--- src/rtl/arm_mem_pkg.sv ---
// Shared constants for the unified-memory arbiter: FSM state encoding,
// grant encoding and the legal read-latency range.
package arm_mem_pkg;

  typedef enum logic [1:0] {
    IDLE   = 2'd0,
    RD_CPU = 2'd1,
    RD_DMA = 2'd2
  } state_t;

  localparam logic GNT_CPU = 1'b0;
  localparam logic GNT_DMA = 1'b1;

  localparam int LAT_MIN = 1;
  localparam int LAT_MAX = 15;

  function automatic bit lat_ok(input int lat);
    return (lat >= LAT_MIN) && (lat <= LAT_MAX);
  endfunction

endpackage

--- src/rtl/arb_rr2.sv ---
// Two-input round-robin picker. req[0] is the CPU, req[1] is the DMA port.
// On a tie the requester that did not win last time is chosen; with no
// request the output is CPU and must be ignored by the caller.
module arb_rr2
  import arm_mem_pkg::*;
(
  input  logic [1:0] req,
  input  logic       last_grant,
  output logic       grant
);

  // Pure combinational pick
  always_comb begin
    grant = GNT_CPU;
    if (req == 2'b11) begin
      grant = ~last_grant;
    end else if (req[1]) begin
      grant = GNT_DMA;
    end
  end

endmodule

--- src/rtl/mem_arbiter.sv ---
// Round-robin, non-preemptive arbiter sharing one synchronous memory between
// the multicycle CPU (stall interface) and a DMA/loader port (req/ack).
//
// Handshakes:
//   CPU: cpu_req is held by the CPU while cpu_stall=1; the cycle with
//        cpu_req=1 and cpu_stall=0 is the completion cycle (read data valid).
//   DMA: dma_req and its qualifiers are held until dma_ack; dma_ack is a
//        single-cycle pulse and dma_rdata is valid only in that cycle.
//   MEM: mem_en is a one-cycle strobe per access; read data arrives LAT
//        cycles after the strobe edge while address/we/wdata are held.
module mem_arbiter
  import arm_mem_pkg::*;
#(
  parameter int ADDR_W = 32,
  parameter int DATA_W = 32,
  parameter int LAT    = 1
) (
  input  logic              clk,
  input  logic              reset,
  input  logic              cpu_req,
  input  logic              cpu_we,
  input  logic [ADDR_W-1:0] cpu_addr,
  input  logic [DATA_W-1:0] cpu_wdata,
  output logic [DATA_W-1:0] cpu_rdata,
  output logic              cpu_stall,
  input  logic              dma_req,
  input  logic              dma_we,
  input  logic [ADDR_W-1:0] dma_addr,
  input  logic [DATA_W-1:0] dma_wdata,
  output logic [DATA_W-1:0] dma_rdata,
  output logic              dma_ack,
  output logic              mem_en,
  output logic              mem_we,
  output logic [ADDR_W-1:0] mem_addr,
  output logic [DATA_W-1:0] mem_wdata,
  input  logic [DATA_W-1:0] mem_rdata,
  output logic [1:0]        dbg_state
);

  if (!lat_ok(LAT)) begin : g_lat_bad
    $error("mem_arbiter: LAT out of range 1..15");
  end

  localparam int              CNT_W    = $clog2(LAT + 1);
  localparam logic [CNT_W-1:0] CNT_DONE = CNT_W'(LAT);

  state_t            state;
  logic [CNT_W-1:0]  cnt;
  logic              last_grant;
  logic              hold_we;
  logic [ADDR_W-1:0] hold_addr;
  logic [DATA_W-1:0] hold_wdata;

  logic              grant;
  logic              issue;
  logic              win_dma;
  logic              win_we;
  logic [ADDR_W-1:0] win_addr;
  logic [DATA_W-1:0] win_wdata;
  logic              cpu_rd_done;
  logic              dma_rd_done;
  logic              cpu_done;
  logic              dma_done;

  arb_rr2 u_arb (
    .req        ({dma_req, cpu_req}),
    .last_grant (last_grant),
    .grant      (grant)
  );

  // Winner selection and completion decode; reset blocks any issue so the
  // memory sees no strobe while reset is held
  always_comb begin
    issue       = (state == IDLE) && !reset && (cpu_req || dma_req);
    win_dma     = (grant == GNT_DMA);
    win_we      = win_dma ? dma_we    : cpu_we;
    win_addr    = win_dma ? dma_addr  : cpu_addr;
    win_wdata   = win_dma ? dma_wdata : cpu_wdata;
    cpu_rd_done = (state == RD_CPU) && (cnt == CNT_DONE);
    dma_rd_done = (state == RD_DMA) && (cnt == CNT_DONE);
    cpu_done    = (issue && !win_dma && cpu_we) || cpu_rd_done;
    dma_done    = (issue &&  win_dma && dma_we) || dma_rd_done;
  end

  // Memory-side muxing and requester-side responses
  always_comb begin
    mem_en = issue;
    if (issue) begin
      mem_we    = win_we;
      mem_addr  = win_addr;
      mem_wdata = win_wdata;
    end else begin
      mem_we    = (state != IDLE) && hold_we;
      mem_addr  = hold_addr;
      mem_wdata = hold_wdata;
    end
    cpu_rdata = cpu_rd_done ? mem_rdata : '0;
    dma_rdata = dma_rd_done ? mem_rdata : '0;
    cpu_stall = cpu_req && !cpu_done;
    dma_ack   = dma_done;
    dbg_state = state;
  end

  // FSM, latency counter, grant history and hold registers
  always_ff @(posedge clk or posedge reset) begin
    if (reset) begin
      state      <= IDLE;
      cnt        <= '0;
      last_grant <= GNT_DMA;
      hold_we    <= 1'b0;
      hold_addr  <= '0;
      hold_wdata <= '0;
    end else begin
      case (state)
        IDLE: begin
          if (issue) begin
            last_grant <= grant;
            hold_we    <= win_we;
            hold_addr  <= win_addr;
            hold_wdata <= win_wdata;
            if (!win_we) begin
              state <= win_dma ? RD_DMA : RD_CPU;
              cnt   <= CNT_W'(1);
            end
          end
        end
        RD_CPU, RD_DMA: begin
          if (cnt == CNT_DONE) begin
            state <= IDLE;
            cnt   <= '0;
          end else begin
            cnt <= cnt + CNT_W'(1);
          end
        end
        default: begin
          state <= IDLE;
          cnt   <= '0;
        end
      endcase
    end
  end

endmodule

--- config.mk ---
export PLATFORM = sky130hd
export DESIGN_NAME = mem_arbiter
export DESIGN_NICKNAME = d
export VERILOG_FILES = /design/src/rtl/arm_mem_pkg.sv /design/src/rtl/arb_rr2.sv /design/src/rtl/mem_arbiter.sv
export SDC_FILE = /design/constraint.sdc
export NUM_CORES = 1
export LEC_CHECK = 0
export ABC_CLOCK_PERIOD_IN_PS = 5790
export CAP_MARGIN = 0
export CORE_AREA = 2 2 117 119
export DETAILED_ROUTE_END_ITERATION = 7
export DIE_AREA = 0 0 119 121
export GPL_TIMING_DRIVEN = 1
export PLACE_DENSITY = 0.75
export SLEW_MARGIN = 5
export SYNTH_ARGS = -nofsm -noshare
export SYNTH_HDL_FRONTEND = slang
export SYNTH_SLANG_ARGS = --single-unit
export TNS_END_PERCENT = 20
--- constraint.sdc ---
create_clock -name clk -period 5.79 [get_ports clk]
set_clock_uncertainty 0.2 [all_clocks]
set_input_delay 1.158 -clock clk [delete_from_list [all_inputs] [get_ports clk]]
set_output_delay 1.158 -clock clk [all_outputs]
set_load 0.1 [all_outputs]
==> out/results.ini <==
[critical_path]
path_cells = clkdlybuf4s50_1, nand2b_1, or2_2, buf_12, a22o_1, a21o_1, buf_4
worst-endpoint-required_ns = 4.43
critPathTopFamily = buffers and inverters
crit_slowest_cell = or2_2
cp_slowest_stage_delay_ns = 0.70
critPathMaxFanout = 37
start_kind = primary input
path_buf_inv = 3
crit_arrival_ns = 3.65
end_kind = output port
setup.worst_path.class = in -> out

[final_layout]
mostFrequentLayoutCells = clkdlybuf4s50_1, a21o_1, buf_4
synthToLayoutAreaGrowth_pct = 79.1
fillers = 1149
layout.cells.most_common = clkdlybuf4s50_1
layout-drive-gt1-share = 0.137
nNetsFinal = 853

[drt]
drtIter0Drc = 229
vias = 4377
drcViolationCount = 0
wire_per_inst_microns = 18.1
drt_wl_total_microns = 15700
dr.pass1.iters = 4
ant_nets = 0
viasPerCell = 5.04

[clock_network]
root_buffer = clkbuf_16
cts_num_sinks = 69
cts_resized = 0
cts_buffer_depth = 2
clock_latency_ns = 0.32
cts_buffers = 9
cts_tree = built
htreeDepth = 3
cts_setup_buffers = 0
clk_pin_slew_worst_paths_ns = 0.06
holdBufCountCts = 0

[synth]
netlist_area_sq_um = 4110
synth_compound_area_frac = 0.390
synth_fa_ha_area_frac = 0.0122
synth-simple-area-share = 0.123
synth_cells = 409
synth.net_count = 579
synth_xor_area_frac = 0
syn_avg_cell_area_sq_um = 10.1
ys_seq_area_frac = 0.420
synth-seq-cells = 69
yosysWarnings = 0
synth_top_family_by_area = compound AO/OA/AOI/OAI gates
synthMuxAreaShare = 0.00243
synth_cell_types = 25

[floorplan]
die_w_microns = 119
core_area_sq_um = 13100
die_h_microns = 121
rows = 42
start_util = 0.314
dieArea_sq_um = 14400
ios = 300

[placed_design]
port_buffers = 299
pre_cts_ws_ns = 0.772
gp_congestion = 0.914
dpl.hpwl_microns = 12400

[global_routing]
use_met2 = 0.382
track_usage = 0.216
antenna_found_initial = 6
grt_max_degree = 129
grt.busiest_layer = met2
grt_overflow = 0
grt_pass1_vias = 4433
grt_pass1_wl_microns = 23900
use_met1 = 0.236
gr-usage-met3 = 0.0841

[timing]
finalSetupTns_ns = 0
timing.final.ws_setup_ns = 0.781
worst_pin_slew_ns = 0.997
slew_violations = 0
setup_viol = 0
max_slew_margin = 0.333
fmax_mhz = 200
period_minus_slack_ns = 5.01
finalCritPeriodShare = 0.865
rsz0062_at_grt = false
hold_viol_final = 0

[worst_hold_path]
hp-class = reg -> reg

[outcome]
status = finished, final reports clean

[job]
cap_violations = 0

[worst reg2reg max path: stages (launching register included)]
cell,delay (ns)
dfrtp_1,0.44
inv_1,0.11
ha_1,0.30
nand2b_1,0.23
or2_2,0.65
buf_12,0.32
a22o_1,0.29
a21o_1,0.18
[cells in the mapped netlist]
| cell type | number | share of area |
|---|---|---|
| dfrtp_1 | 68 | 0.41 |
| clkbuf_1 | 33 | 0.030 |
| a31oi_1 | 1 | 0.0015 |
| ha_1 | 4 | 0.012 |
| buf_6 | 4 | 0.011 |
| inv_1 | 5 | 0.0046 |
| and3_1 | 64 | 0.097 |
| nand2b_1 | 2 | 0.0030 |
| a32o_1 | 1 | 0.0024 |
| dfstp_2 | 1 | 0.0064 |
| or4_1 | 2 | 0.0036 |
| buf_2 | 5 | 0.0061 |
| a21bo_2 | 1 | 0.0024 |
| a21o_1 | 130 | 0.24 |
| o311ai_0 | 2 | 0.0043 |
| nor2_1 | 5 | 0.0046 |
| a22o_1 | 65 | 0.14 |
| mux2i_1 | 1 | 0.0024 |
| a21oi_1 | 2 | 0.0024 |
| or2_1 | 1 | 0.0015 |
| nand3_1 | 3 | 0.0036 |
| nand2_1 | 5 | 0.0046 |
| nor2b_1 | 2 | 0.0030 |
| nand3b_1 | 1 | 0.0018 |
| o22ai_1 | 1 | 0.0015 |
[through the flow]
stage	hold WS (ns)	cell area [sq um]	util	instances
floorplan	0.298	4110	-	409
global placement	0.308	7050	0.539	848
detailed placement	0.314	7050	0.539	848
CTS	0.333	7350	0.562	864
global route	0.337	7350	0.562	864
finish	0.327	7360	0.563	868
[routing by layer]
metal / vias up / share of wire
met1: 2035 / 0.38
met5: - / 0.0017
met4: 4 / 0.023
met2: 213 / 0.51
met3: 22 / 0.093
li1: 2103 / -
[state kept, by name, indices dropped and copies added (netlist names)]
| register | flops |
|---|---|
| dbg_state | 2 |
| hold_addr | 32 |
| cnt | 1 |
| hold_we | 1 |
| hold_wdata | 32 |
| last_grant | 1 |
[cell type report]
class,instances,area (sq um),area share
clock buffer,11,233,0.0316
timing repair buffer,305,2890,0.393
tap,176,220,0.0299
sequential,69,1730,0.235
multi-input combinational,293,2190,0.297
clock inverter,5,75.1,0.0102
inverter,5,18.8,0.00255
antenna,4,10.0,0.00136
[cells by family after synthesis]
| group | Yosys count |
|---|---|
| flops | 69 |
| simple gates | 85 |
| fa+ha+maj | 4 |
| compound gates | 203 |
| buf+inv | 47 |
| mux | 1 |
[path summary, 6_finish.rpt]
| kind | cells past startpoint | slack [ns] | endpoint | start |
|---|---|---|---|---|
| min | 1 | 0.33 | last_grant$_DFFE_PP1P_ | last_grant$_DFFE_PP1P_ |
| min reg2reg | 1 | 0.33 | last_grant$_DFFE_PP1P_ | last_grant$_DFFE_PP1P_ |
| max reg2reg | 7 | 2.96 | hold_wdata[27]$_DFFE_PP0P_ | dbg_state[1]$_DFFE_PP0P_ |
| min in group asynchronous | 2 | 1.19 | hold_addr[8]$_DFFE_PP0P_ | reset |
| max | 7 | 0.78 | mem_wdata[23] | reset |
| max in group asynchronous | 3 | 3.23 | last_grant$_DFFE_PP1P_ | reset |
Power is not shown: default switching activity piles up to over one toggle a cycle in this logic, so the estimate is an artifact.
==> RTL change 1: new RTL, config.mk and constraints unchanged <==
The parameter `DATA_W` goes from 32 to 36.
--- a/src/rtl/mem_arbiter.sv
+++ b/src/rtl/mem_arbiter.sv
@@ -12,7 +12,7 @@
   import arm_mem_pkg::*;
 #(
   parameter int ADDR_W = 32,
-  parameter int DATA_W = 32,
+  parameter int DATA_W = 36,
   parameter int LAT    = 1
 ) (
   input  logic              clk,
Interface: changed (6 resized); port bits go from 300 to 324. No check against the original RTL was run, so the function may have changed too.
==> RTL change 1 against the unedited design <==
Worst setup slack better by 98 ps. Cell count increased by 5.5%. Synthesized area is 6.0% higher. Routed wire length rose by 8.4%. Cell area increased by 6.8%. Count of clock-buffer cells in the layout fell by 1. Core utilization is 3.9 points higher. Largest cell class unchanged. Sequential cell count increased by 4. Critical path type unchanged. Maximum frequency up 2.0%.
Power is not shown: default switching activity piles up to over one toggle a cycle in this logic, so the estimate is an artifact.
==> RTL change 1: results (changes against the unedited design) <==
| Metric | Value |
|---|---|
| Residual DRC | 0 (unchanged) |
| Overall routing resource usage | 0.232 (+0.0165) |
| Met2 wirelength from detailed routing | 9.16 mm (+15%) |
| Met1 wire length | 6.52 mm (+10%) |
| Yosys warnings | 0 (unchanged) |
| Detail-routed via count per cell | 5.22 (+3.5%) |
| Reg-to-reg setup timing slack | 2970 ps (about the same) |
| Count of cells resized by post-cts repair | 0 (unchanged) |
| Clock transition time at the flip-flop clock pins of the worst setup and hold paths | 50 ps |
| CP max FO | 41 (+11%) |
| Crit path arrival time | 3550 ps (-100 ps) |
| Count of nets after finishing | 914 (+7.2%) |
| Ys flop type | sky130_fd_sc_hd__dfrtp_1 |
| Highest Signal Layer | met5 |
| Top post-synthesis cells by count | sky130_fd_sc_hd__a21o_1, sky130_fd_sc_hd__and3_1, sky130_fd_sc_hd__dfrtp_1 |
| Run status | finished clean |
| Compound-cell area share of the yosys netlist | 0.390 (about the same) |
| Clock latency reported for the late side of the worst-skew pair | 320 ps (about the same) |
| Ratio of cells with drive above 1 in the final layout | 0.136 (-0.000943) |
| Routed wl met3 | 1.13 mm (-22%) |
| Ys async rst share | 1.00 (unchanged) |
| Initial antenna violation count | 4 (-2) |
| Avg Synthesized Cell Area | 10.0 um2 (-0.34%) |
| Share of synthesized area occupied by flip-flops and latches | 0.419 (-0.000794) |
| Delay contributed by the slowest stage of the critical path | 600 ps (-100 ps) |
| Highest-delay cell along the critical path | sky130_fd_sc_hd__or2_2 |
| Source of the worst hold timing path | last_grant |
| Worst R2R End | cnt |
| Worst-case hold path end point | last_grant |
| Weighted congestion reported at the end of routability-driven placement | 0.891 (-2.6%) |
| Largest net degree at the start of global routing | 57 (-56%) |
| Wirelength per Cell | 18.6 um (+2.7%) |
| Violation count after the first detailed-route iteration | 251 (+9.6%) |
| Adder-cell area share of the yosys netlist | 0.0115 (-0.000688) |
| Top post-synthesis cells by area | sky130_fd_sc_hd__dfrtp_1, sky130_fd_sc_hd__a21o_1, sky130_fd_sc_hd__a22o_1 |
| Number of setup buffers added after CTS | 0 (unchanged) |
| Routed via count | 4779 (+9.2%) |
| Half-perimeter wire length after detailed placement | 13.0 mm (+5.2%) |
| Number of unique standard cell types used by synthesis | 26 (+4.0%) |
| Number of port buffers | 323 (+8.0%) |
| Global-route wire length before repair | 26.2 mm (+9.5%) |
| Placed cells | 897 (+5.8%) |
| Count of flip-flops with a built-in enable after synthesis | 0 (unchanged) |
| Share of the synthesized netlist area taken by xor and xnor gates | 0 (unchanged) |
| Synthesized net count | 617 (+6.6%) |
| Launch instance of the worst register-to-register path | dbg_state[0] |
| Register bank with the most flops | hold_wdata |
| Transition time at the pin with the least slew margin | 1120 ps (+119 ps) |
| Worst hold-check path type | reg2reg |
| Number of detailed-routing iterations run before antenna repair | 4 (unchanged) |
| Share of cell area taken by muxes after synthesis | 0.00230 (-0.000138) |
| Worst hold path stage count | 1 (unchanged) |
-- RTL change 1: cell types whose count changed after synthesis, sizes merged --
cell	unedited run	this run
dfrtp	68	72
and3	64	72
clkbuf	33	24
buf	9	20
a22o	65	69
a21o	130	138
-- RTL change 1: how the worst max path moves through the flow --
| stage | cells after the start | startpoint | end | slack (ps) |
|---|---|---|---|---|
| after detailed placement | 7 | reset | mem_addr[31] | 870 |
| after CTS | 7 | reset | mem_addr[27] | 870 |
| after global placement | 7 | reset | mem_addr[31] | 930 |
| after floorplan | 8 | dbg_state[0] | cpu_stall | 290 |
| after global routing | 7 | reset | mem_addr[14] | 720 |
| final | 7 | reset | mem_addr[27] | 880 |
-- RTL change 1: area by class of cell --
class,instances,area (um2)
well taps,176,220
inverters,5,18.8
flip-flops and latches,73,1830
clock buffers,10,229
fillers,1088,5220
multi-input cells,313,2330
diodes,3,7.51
repair buffers,330,3140
clock inverters,6,90.1
-- RTL change 1: metrics by stage --
step                      area [um2]  hold slack [ps]   util  setup slack, ps
after floorplan                 4360              298      -              292
after detailed placement        7540              316  0.576              869
after global placement          7540              310  0.576              931
final                           7870              322  0.601              879
after CTS                       7860              324  0.601              868
after global routing            7870              333  0.601              721
-- RTL change 1: critical path: cells and delay by family --
| kind | cells | cell delay (ps) |
|---|---|---|
| AOI/OAI and AO/OA | 2 | 320 |
| and+or+nand+nor | 2 | 910 |
| buffers and inverters | 3 | 1130 |
-- RTL change 1: kinds of logic after synthesis --
group | after synthesis
simple gates | 93
compound gates | 215
mux | 1
flops | 73
buf+inv | 49
fa+ha+maj | 4
-- RTL change 1: metal layers --
metal / global-route usage / vias to the layer above
met4: 0.0841 / 2
met3: 0.0634 / 12
met5: 0 / -
met2: 0.423 / 207
li1: - / 2248
met1: 0.259 / 2310
==> RTL change 2: new RTL, config.mk and constraints unchanged <==
Made on the original files. Make the reset (`reset`) synchronous in one clocked block.
--- a/src/rtl/mem_arbiter.sv
+++ b/src/rtl/mem_arbiter.sv
@@ -102,7 +102,7 @@
   end
 
   // FSM, latency counter, grant history and hold registers
-  always_ff @(posedge clk or posedge reset) begin
+  always_ff @(posedge clk) begin
     if (reset) begin
       state      <= IDLE;
       cnt        <= '0;
Function: differs if reset is asserted again (counterexample within 4 cycles, from zero or initial values and one cycle with reset high); with reset held inactive, the same outputs for 4 cycles.
==> RTL change 2 against the unedited design <==
Count of clock-buffer cells in the layout did not move. Worst setup slack improved by 240 ps. Sequential cell count is the same. Highest routed layer is now met4. Routed wire length decreased by 14%. Cell area shrank 2.6%. Maximum frequency increased by 5.0%. Critical path type unchanged. Largest cell class unchanged. Synthesized area down 3.3%. Register-to-register slack better by 110 ps. Core utilization fell by 1.5 points.
==> RTL change 2: results (changes against the unedited design) <==
| Metric | Value |
|---|---|
| Wire length after detailed routing | 13.5 mm (-14%) |
| Vias in the first global route | 4218 (-4.8%) |
| Ys flop type | sky130_fd_sc_hd__dfxtp_1 |
| Global-route wire length before repair | 20.8 mm (-13%) |
| Weighted congestion reported at the end of routability-driven placement | 0.833 (-8.9%) |
| Depth of the worst register-to-register path | 8 (+1) |
| Source of the worst hold timing path | hold_we |
| Transition time at the pin with the least slew margin | 1010 ps (+10.0 ps) |
| Highest-delay cell along the critical path | sky130_fd_sc_hd__clkdlybuf4s50_1 |
| Avg Synthesized Cell Area | 8.27 um2 (-18%) |
| Crit path arrival time | 3410 ps (-240 ps) |
| Number of antenna repair diodes | 0 (-4) |
| Worst hold path stage count | 2 (+1) |
| Place WS | 1050 ps (+274 ps) |
| Ratio of cells with drive above 1 in the final layout | 0.125 (-0.0116) |
| Run status | finished clean |
| Number of unique standard cell types used by synthesis | 29 (+16%) |
| Synthesized net count | 651 (+12%) |
| Wirelength per Cell | 14.6 um (-20%) |
| Half-perimeter wire length after detailed placement | 10.4 mm (-16%) |
| Share of synthesized area occupied by flip-flops and latches | 0.347 (-0.0729) |
| Overall routing resource usage | 0.178 (-0.0378) |
| Top post-synthesis cells by count | sky130_fd_sc_hd__dfxtp_1, sky130_fd_sc_hd__a21oi_1, sky130_fd_sc_hd__nor2_1 |
| CP max FO | 96 (+160%) |
| Start point of the critical path | cpu_req |
RTL change 2: final timing paths:
path,endpoint,slack [ps]
max,mem_wdata[30],1020
min reg2reg,hold_we,300
max reg2reg,hold_addr[4],3070
min,hold_we,300
RTL change 2: kinds of logic after synthesis:
group           synth area share
mux                        0.164
simple gates               0.185
fa+ha+maj                 0.0126
flops                      0.347
buf+inv                   0.0645
compound gates             0.227
RTL change 2: cell type report:
class | instances | share of cell area
Timing Repair Buffer | 305 | 0.401
Clock inverter | 5 | 0.0117
Multi-Input combinational cell | 358 | 0.327
Clock buffer | 11 | 0.0339
Sequential cell | 69 | 0.193
Tap cell | 176 | 0.0307
Inverter | 4 | 0.00279
RTL change 2: power by group through the flow:
stage                     combinational (mW)  sequential, mW  clock (mW)
final                                   1.19           0.546       0.585
after global routing                    1.25           0.551       0.628
after CTS                               1.20           0.547       0.600
after detailed placement                1.19           0.556           0
after global placement                  1.18           0.555           0
after floorplan                        0.889           0.559           0
RTL change 2: per-stage QoR:
step | utilization | area, um2
after CTS | 0.548 | 7170
after global routing | 0.548 | 7170
final | 0.548 | 7170
after global placement | 0.523 | 6840
after floorplan | - | 3980
after detailed placement | 0.523 | 6840
RTL change 2: metal layers:
layer / global-route usage / wire, um
met4: 0.0662 / 249
met2: 0.310 / 6490
met3: 0.0479 / 974
met1: 0.208 / 5820
met5: 0 / 0
RTL change 2: tightest hold or removal path, cell delays in order, from the launching register on:
cell	delay (ps)
sky130_fd_sc_hd__dfxtp_1	310
sky130_fd_sc_hd__nor2_1	100
sky130_fd_sc_hd__a211oi_1	50
